<file path="config.mk">
export PLATFORM = sky130hd
export DESIGN_NAME = vga_timing_controller
export DESIGN_NICKNAME = d
export VERILOG_FILES = /design/src/rtl/vga_timing_controller.sv
export SDC_FILE = /design/constraint.sdc
export NUM_CORES = 1
export LEC_CHECK = 0
export CAP_MARGIN = 20
export CELL_PAD_IN_SITES_DETAIL_PLACEMENT = 1
export CELL_PAD_IN_SITES_GLOBAL_PLACEMENT = 2
export CORE_MARGIN = 8
export CORE_UTILIZATION = 31
export DETAILED_ROUTE_END_ITERATION = 8
export PLACE_DENSITY_LB_ADDON = 0.1
export RECOVER_POWER = 100
export SETUP_SLACK_MARGIN = 0.5
export SLEW_MARGIN = 40
export SYNTH_ARGS = -nofsm -noshare
export SYNTH_HDL_FRONTEND = slang
export SYNTH_SLANG_ARGS = --single-unit
</file>
<file path="constraint.sdc">
create_clock -name clk -period 2.8 [get_ports clk]
set_input_delay 0.56 -clock clk [delete_from_list [all_inputs] [get_ports clk]]
set_output_delay 0.56 -clock clk [all_outputs]
set_load 0.1 [all_outputs]
</file>
<file path="src/rtl/vga_timing_controller.sv">
// VGA raster sequencer: pixel prescaler, horizontal/vertical counters and
// registered sync/video decode. A stop request takes effect only at the end of a frame.
module vga_timing_controller #(
   parameter int TICKS_PER_PIXEL = 2,
   parameter int H_VISIBLE       = 640,
   parameter int H_FP            = 16,
   parameter int H_SYNC          = 96,
   parameter int H_BP            = 48,
   parameter int V_VISIBLE       = 480,
   parameter int V_FP            = 10,
   parameter int V_SYNC          = 2,
   parameter int V_BP            = 33
) (
   input  logic       clk,
   input  logic       reset,
   input  logic       enable,
   output logic       running,
   output logic       pixel_tick,
   output logic [9:0] pixel_x,
   output logic [9:0] pixel_y,
   output logic       hsync,
   output logic       vsync,
   output logic       video_on,
   output logic       frame_start
);

   localparam int H_TOTAL = H_VISIBLE + H_FP + H_SYNC + H_BP;
   localparam int V_TOTAL = V_VISIBLE + V_FP + V_SYNC + V_BP;
   localparam int PW      = (TICKS_PER_PIXEL > 1) ? $clog2(TICKS_PER_PIXEL) : 1;

   localparam logic [PW-1:0] PS_LAST  = PW'(TICKS_PER_PIXEL - 1);
   localparam logic [9:0]    H_LAST   = 10'(H_TOTAL - 1);
   localparam logic [9:0]    V_LAST   = 10'(V_TOTAL - 1);
   localparam logic [9:0]    H_VIS    = 10'(H_VISIBLE);
   localparam logic [9:0]    V_VIS    = 10'(V_VISIBLE);
   localparam logic [9:0]    HS_FIRST = 10'(H_VISIBLE + H_FP);
   localparam logic [9:0]    HS_LAST  = 10'(H_VISIBLE + H_FP + H_SYNC - 1);
   localparam logic [9:0]    VS_FIRST = 10'(V_VISIBLE + V_FP);
   localparam logic [9:0]    VS_LAST  = 10'(V_VISIBLE + V_FP + V_SYNC - 1);

   typedef enum logic [1:0] {
      IDLE     = 2'd0,
      RUN      = 2'd1,
      STOPPING = 2'd2
   } state_t;

   state_t          state, state_n;
   logic [PW-1:0]   prescaler, prescaler_n;
   logic [9:0]      x_n, y_n;
   logic            tick, line_end, frame_end;
   logic            run_n, tick_n, fs_n, hsync_n, vsync_n, video_n;

   // Next-state and next-counter values; every output register is loaded
   // from these so the decode always matches the pixel being presented.
   always_comb begin
      state_n     = state;
      prescaler_n = '0;
      x_n         = '0;
      y_n         = '0;
      tick        = (state != IDLE) && (prescaler == PS_LAST);
      line_end    = tick && (pixel_x == H_LAST);
      frame_end   = line_end && (pixel_y == V_LAST);

      case (state)
         IDLE:     if (enable) state_n = RUN;
         RUN:      if (!enable) state_n = frame_end ? IDLE : STOPPING;
         STOPPING: begin
            if (enable)         state_n = RUN;
            else if (frame_end) state_n = IDLE;
         end
         default:  state_n = IDLE;
      endcase

      run_n = (state_n != IDLE);

      // Counters only advance while staying active; entering or leaving IDLE loads (0,0).
      if (run_n && (state != IDLE)) begin
         prescaler_n = (prescaler == PS_LAST) ? '0 : prescaler + PW'(1);
         x_n         = pixel_x;
         y_n         = pixel_y;
         if (tick) begin
            if (line_end) begin
               x_n = '0;
               y_n = (pixel_y == V_LAST) ? 10'd0 : pixel_y + 10'd1;
            end else begin
               x_n = pixel_x + 10'd1;
            end
         end
      end

      fs_n    = run_n && ((state == IDLE) || frame_end);
      tick_n  = run_n && (prescaler_n == PS_LAST);
      hsync_n = !(run_n && (x_n >= HS_FIRST) && (x_n <= HS_LAST));
      vsync_n = !(run_n && (y_n >= VS_FIRST) && (y_n <= VS_LAST));
      video_n = run_n && (x_n < H_VIS) && (y_n < V_VIS);
   end

   always_ff @(posedge clk or posedge reset) begin
      if (reset) begin
         state       <= IDLE;
         prescaler   <= '0;
         pixel_x     <= '0;
         pixel_y     <= '0;
         running     <= 1'b0;
         pixel_tick  <= 1'b0;
         hsync       <= 1'b1;
         vsync       <= 1'b1;
         video_on    <= 1'b0;
         frame_start <= 1'b0;
      end else begin
         state       <= state_n;
         prescaler   <= prescaler_n;
         pixel_x     <= x_n;
         pixel_y     <= y_n;
         running     <= run_n;
         pixel_tick  <= tick_n;
         hsync       <= hsync_n;
         vsync       <= vsync_n;
         video_on    <= video_n;
         frame_start <= fs_n;
      end
   end

endmodule

</file>
# Word-level counts from Yosys, hierarchy flattened
# Cells that the tools add are included.
word_totals:
  regBits: 29
  inputBits: 3
  out_inout_bits: 26
  wordCells: 56
op_classes:
  addsub: 3
  order_cmp: 6
  n_eq_ne: 4
  muxes: 15
  reduce_logical: 18
ops:
  columns: ["op", "count"]
  rows:
  - ["two-way mux 10 bit", 7]
  - ["adder 10 x 1 -> 10 bit, second input constant", 2]
  - ["== test 10 bit, second input constant", 2]
  - ["logical AND 1 bit", 12]
  - ["greater-or-equal comparator 10 bit, second input constant", 1]
  - ["greater-or-equal comparator 10 x 9 -> 1 bit, second input constant", 1]
  - ["<= comparator 10 bit, second input constant", 1]
  - ["<= comparator 10 x 9 -> 1 bit, second input constant", 1]
  - ["less-than comparator 10 bit, second input constant", 1]
  - ["less-than comparator 10 x 9 -> 1 bit, second input constant", 1]
  - ["two-way mux 2 bit", 5]
  - ["case mux 2 bit (3 select lines)", 1]
  - ["nonzero test 2 bit", 2]
  - ["== test 2 x 1 -> 1 bit, second input constant", 1]
  - ["== test 2 bit, second input constant", 1]
  - ["logical NOT 1 bit", 2]
  - ["logical NOT 2 bit", 1]
  - ["two-way mux 1 bit", 2]
  - ["adder 1 bit, second input constant", 1]
  - ["logical OR 1 bit", 1]

# Longest topological paths before layout
depth:
  ltp_word: 14
  depth_mapped: 9
  depth_no_buf: 8

# Worst setup path after synthesis
# OpenSTA, ideal clock, no wires.
synth_path:
  path_kind: "flip-flop to flip-flop"
  startpoint: "reg pixel_x[0]"
  endpoint: "reg pixel_y[3]"
  arrival_ps: 3170
  required_ps: 2665
  setup_slack_ps: -505
  stages_incl_launch_ff: 10
  n_path_buf: 3
  cell_sequence: "dfrtp_1 ha_1 clkbuf_1 nand3_1 or4_1 clkbuf_1 or2_2 o21ai_0 buf_2 nor2_1"
synth_between:
  elab_chain_len: 9
  word_cells_on_any_way: 13
  cone_classes: "eq/ne: 1; mux: 8; reduce/logical: 4"
synth_lines:
  columns: ["element", "line_no", "source"]
  rows:
  - ["start: declaration", "19", "output logic [9:0] pixel_x,"]
  - ["start signal: assignment", "113", "pixel_x <= x_n;"]
  - ["== test 10 bit *", "61", "line_end = tick && (pixel_x == H_LAST);"]
  - ["logical AND 1 bit *", "61", null]
  - ["logical AND 1 bit", "62", "frame_end = line_end && (pixel_y == V_LAST);"]
  - ["two-way mux 2 bit (on tied branches)", "69, 66", null]
  - ["two-way mux 2 bit (on tied branches)", "68, 66", null]
  - ["case mux 2 bit (3 select lines)", "64", "case (state)"]
  - ["nonzero test 2 bit", "74", "run_n = (state_n != IDLE);"]
  - ["logical AND 1 bit", "77", "if (run_n && (state != IDLE)) begin"]
  - ["two-way mux 10 bit *", "77", null]
  - ["named net y_n[3]", "49", "logic [9:0] x_n, y_n;"]
  - ["end signal: assignment", "114", "pixel_y <= y_n;"]
  - ["end: declaration", "20", "output logic [9:0] pixel_y,"]
# The timed path passes the listed nets; every way through them passes the cells marked *.

# Final worst setup path
layout_path:
  startpoint: "reg pixel_x[7]"
  endpoint: "reg video_on"
layout_between:
  word_cells_on_any_way: 21
  cone_classes: "add/sub: 1; order compare: 2; eq/ne: 1; mux: 11; reduce/logical: 6"
layout_rtl:
  columns: ["element", "line_no", "source"]
  rows:
  - ["== test 10 bit *", "61", null]
  - ["logical AND 1 bit *", "61", null]
  - ["logical AND 1 bit", "62", null]
  - ["two-way mux 2 bit (on tied branches)", "69, 66", null]
  - ["two-way mux 2 bit (on tied branches)", "68, 66", null]
  - ["case mux 2 bit (3 select lines)", "64", null]
  - ["nonzero test 2 bit", "74", null]
  - ["logical AND 1 bit", "77", null]
  - ["two-way mux 10 bit *", "77", null]
  - ["named net y_n[7]", "49", null]
  - ["less-than comparator 10 x 9 -> 1 bit *", "95", "video_n = run_n && (x_n < H_VIS) && (y_n < V_VIS);"]
  - ["logical AND 1 bit *", "95", null]
  - ["named net video_n", "51", "logic run_n, tick_n, fs_n, hsync_n, vsync_n, video_n;"]
  - ["end signal: assignment", "119", "video_on <= video_n;"]
  - ["end: declaration", "23", "output logic video_on,"]
# Marked as above.

==> reports/qor.yml <==
outcome:
  outcome: "complete, no violations"
setup_path:
  reg2reg_from: "pixel_x[7]"
  crit_path_max_incr_delay_ns: 0.57
  crit_fanout: 8
  path_cells: "or4b_1 > or4_4 > or4_1 > nand2_2 > and4b_1 > nor4b_2"
  worstPathArrival_ns: 2.70
  rr_worst_depth: 6
  rrSetupSlack_ns: 0.24
  cp_num_cells: 6
  crit_type: "reg -> reg"
  critPathSlowestCell: "or4_4"
  cp_top_family: "simple AND/OR/NAND/NOR gates"
  critical_path_buf_inv_count: 0
  startpoint: "pixel_x[7]"
  timing.rr.end: "video_on"
  worstSetupStartpointType: "flop"
  crit_required_ns: 2.95
  critPathCaptureType: "flop"
clocking:
  cts-htree-levels: 2
  clk_latency_ns: 0.27
  cts_made_buffers: 5
  ctsHoldBuffers: 0
  clk_pin_slew_ns: 0.06
  cts_root_buf: "clkbuf_8"
  clk_path_buf_depth: 2
  cts_sinks: 29
  cts_tree: "built"
finish:
  nNetsFinal: 232
  regArea_um2: 751
  fill_cells: 643
  multi_input_area_um2: 853
  areaGrowthSynthToFinish_pct: 27.0
  drive_gt1_share_pct: 19.8
  final_area_um2: 2060
  final_common_cell: "clkbuf_1"
  mostFrequentLayoutCells: "32 x clkbuf_1, 20 x nor2_1, 15 x nand2_1, 15 x dfrtp_1"
  antenna_cells: 0
timing:
  relSlewSlack_pct: 21.2
  tns_ns: 0
  fin_crit_ns: 2.56
  grt_setup_unrepaired: "true"
  max_freq_mhz: 391
  hold_viol: 0
  tightest_slew_ns: 1.19
  fin_crit_sh_pct: 91.3
  hold-worst-slack_ns: 0.579
  drv_slew: 0
  setup_viol: 0
  finalClockSkew_ns: 0.00238
floorplan:
  die-height_um: 88.3
  start_util_pct: 31.9
  coreArea_um2: 5070
  row_count: 26
  die_x_um: 88.3
  ios: 29
  fp.dieArea_um2: 7790
yosys:
  syn-num-nets: 189
  synth_top_family_by_area: "simple AND/OR/NAND/NOR gates"
  netlist_instances: 183
  synth_xor_area_share_pct: 5.41
  synth_fa_ha_area_share_pct: 2.32
  netlist-cell-type-count: 39
  syn_area_um2: 1620
  ys.warnings.count: 0
  avgSynthCellArea_um2: 8.85
  synthSimpleGateAreaFrac_pct: 28.7
  ys_seq_elements: 29
  synthFlopType: "dfrtp_1"
  synth.area.mux_share_pct: 0
  synth-edff-count: 0
  ys_async_sr_fraction_pct: 100
  synth-compound-area-share_pct: 13.4
  seq_area_frac_synth_pct: 45.0
place:
  hpwl_mm: 3.90
  numPortBuffers: 28
  dpl_cell_area_um2: 1990
  globalplace.congestion: 0.801
power_and_ir_drop:
  leakagePower_nw: 0.770
  totalPowerFinal_mw: 1.26
  power_density_nw_per_um2: 610
  ir_worst_vdd_uv: 263
hold_path:
  hold-path-endpoint: "prescaler"
  hp-class: "reg -> reg"
  min_from: "prescaler"
  hold_path_depth: 1
global_routing:
  grt_first_pass_wirelength_mm: 8.83
  grt-ovfl-total: 0
  grt_max_degree: 30
  grt_pass1_vias: 1633
  grtUsageTotal_pct: 14.9
  antenna_found_initial: 0
route:
  dr.pass1.iters: 4
  wl_per_cell_um: 18.0
  drtIter0Drc: 63
  drt_wl_total_mm: 5.35
  drc: 0
  ant_nets: 0
  dr_total_vias: 1583
  vias_per_cell: 5.33
job:
  maxCapViolations: 0
==> synthesized netlist by cell type (4+ instances only) <==
library cell	number	share of area, %
inv_1	8	1.9
dfrtp_1	27	42
o21ai_0	7	2.2
nand2_1	16	3.7
nand3_1	13	4.0
xor2_1	5	2.7
nor2_1	20	4.6
or3_1	4	1.5
nor3_1	5	1.5
nor4_1	5	1.9
xnor2_1	5	2.7
or4_1	5	2.3
nand4_1	5	1.9
a21oi_1	14	4.3
buf_2	5	1.5
==> logic make-up after synthesis <==
kind of cell / after synthesis
buf+inv: 18
xor+xnor: 10
flops: 29
compound gates: 35
fa+ha+maj: 3
simple gates: 88
==> what timing repair did <==
| item | 4_1_cts | 5_1_grt |
|---|---|---|
| gates resized for setup | 6 | 11 |
| endpoints found under the setup margin | 16 | 13 |
| buffers inserted | 4 | 2 |
| pin swaps | 7 | 5 |
==> per-layer routing <==
metal / wire length [um] / global-route usage, %
met1: 2410 / 18.9
met2: 2540 / 23.1
met3: 257 / 3.99
met4: 145 / 6.45
met5: 0 / 0
==> stage by stage <==
stage | worst slack, ns | utilization, % | cells
2_1_floorplan | 0.00687 | - | 183
3_3_place_gp | 0.177 | 39.2 | 283
3_5_place_dp | 0.109 | 39.2 | 283
4_1_cts | 0.333 | 42.0 | 295
5_1_grt | 0.153 | 40.5 | 297
6_report | 0.243 | 40.5 | 297
==> power breakdown <==
group	total (mW)	internal, mW	switching [mW]
Clock	0.355	0.200	0.154
Combinational	0.392	0.0885	0.303
Sequential	0.509	0.454	0.0556
==> worst reg2reg max path: cells and delay by family, from the launching register on <==
family           cells  cell delay, ns
and+or+nand+nor      6            1.95
DFF                  1            0.47
==> area by class of cell <==
type,instances,share of cell area (%)
Tap cell,70,4.26
Multi-Input combinational cell,136,41.5
Clock buffer,8,4.38
Sequential cell,29,36.5
Timing Repair Buffer,46,11.9
Inverter,8,1.46
==> state kept, by name, indices dropped and copies added, names as in the netlist <==
register     flops
hsync            1
prescaler        1
pixel_x         10
running          1
frame_start      1
pixel_y         10
state            2
pixel_tick       1
vsync            1
video_on         1
==> how the worst max path moves through the flow <==
stage / to / slack [ns]
after floorplan: video_on / 0.007
after detailed placement: video_on / 0.11
after global routing: vsync / 0.15
after global placement: video_on / 0.18
final: video_on / 0.24
after CTS: video_on / 0.33
Note: power is estimated with default switching activity, not from simulation.
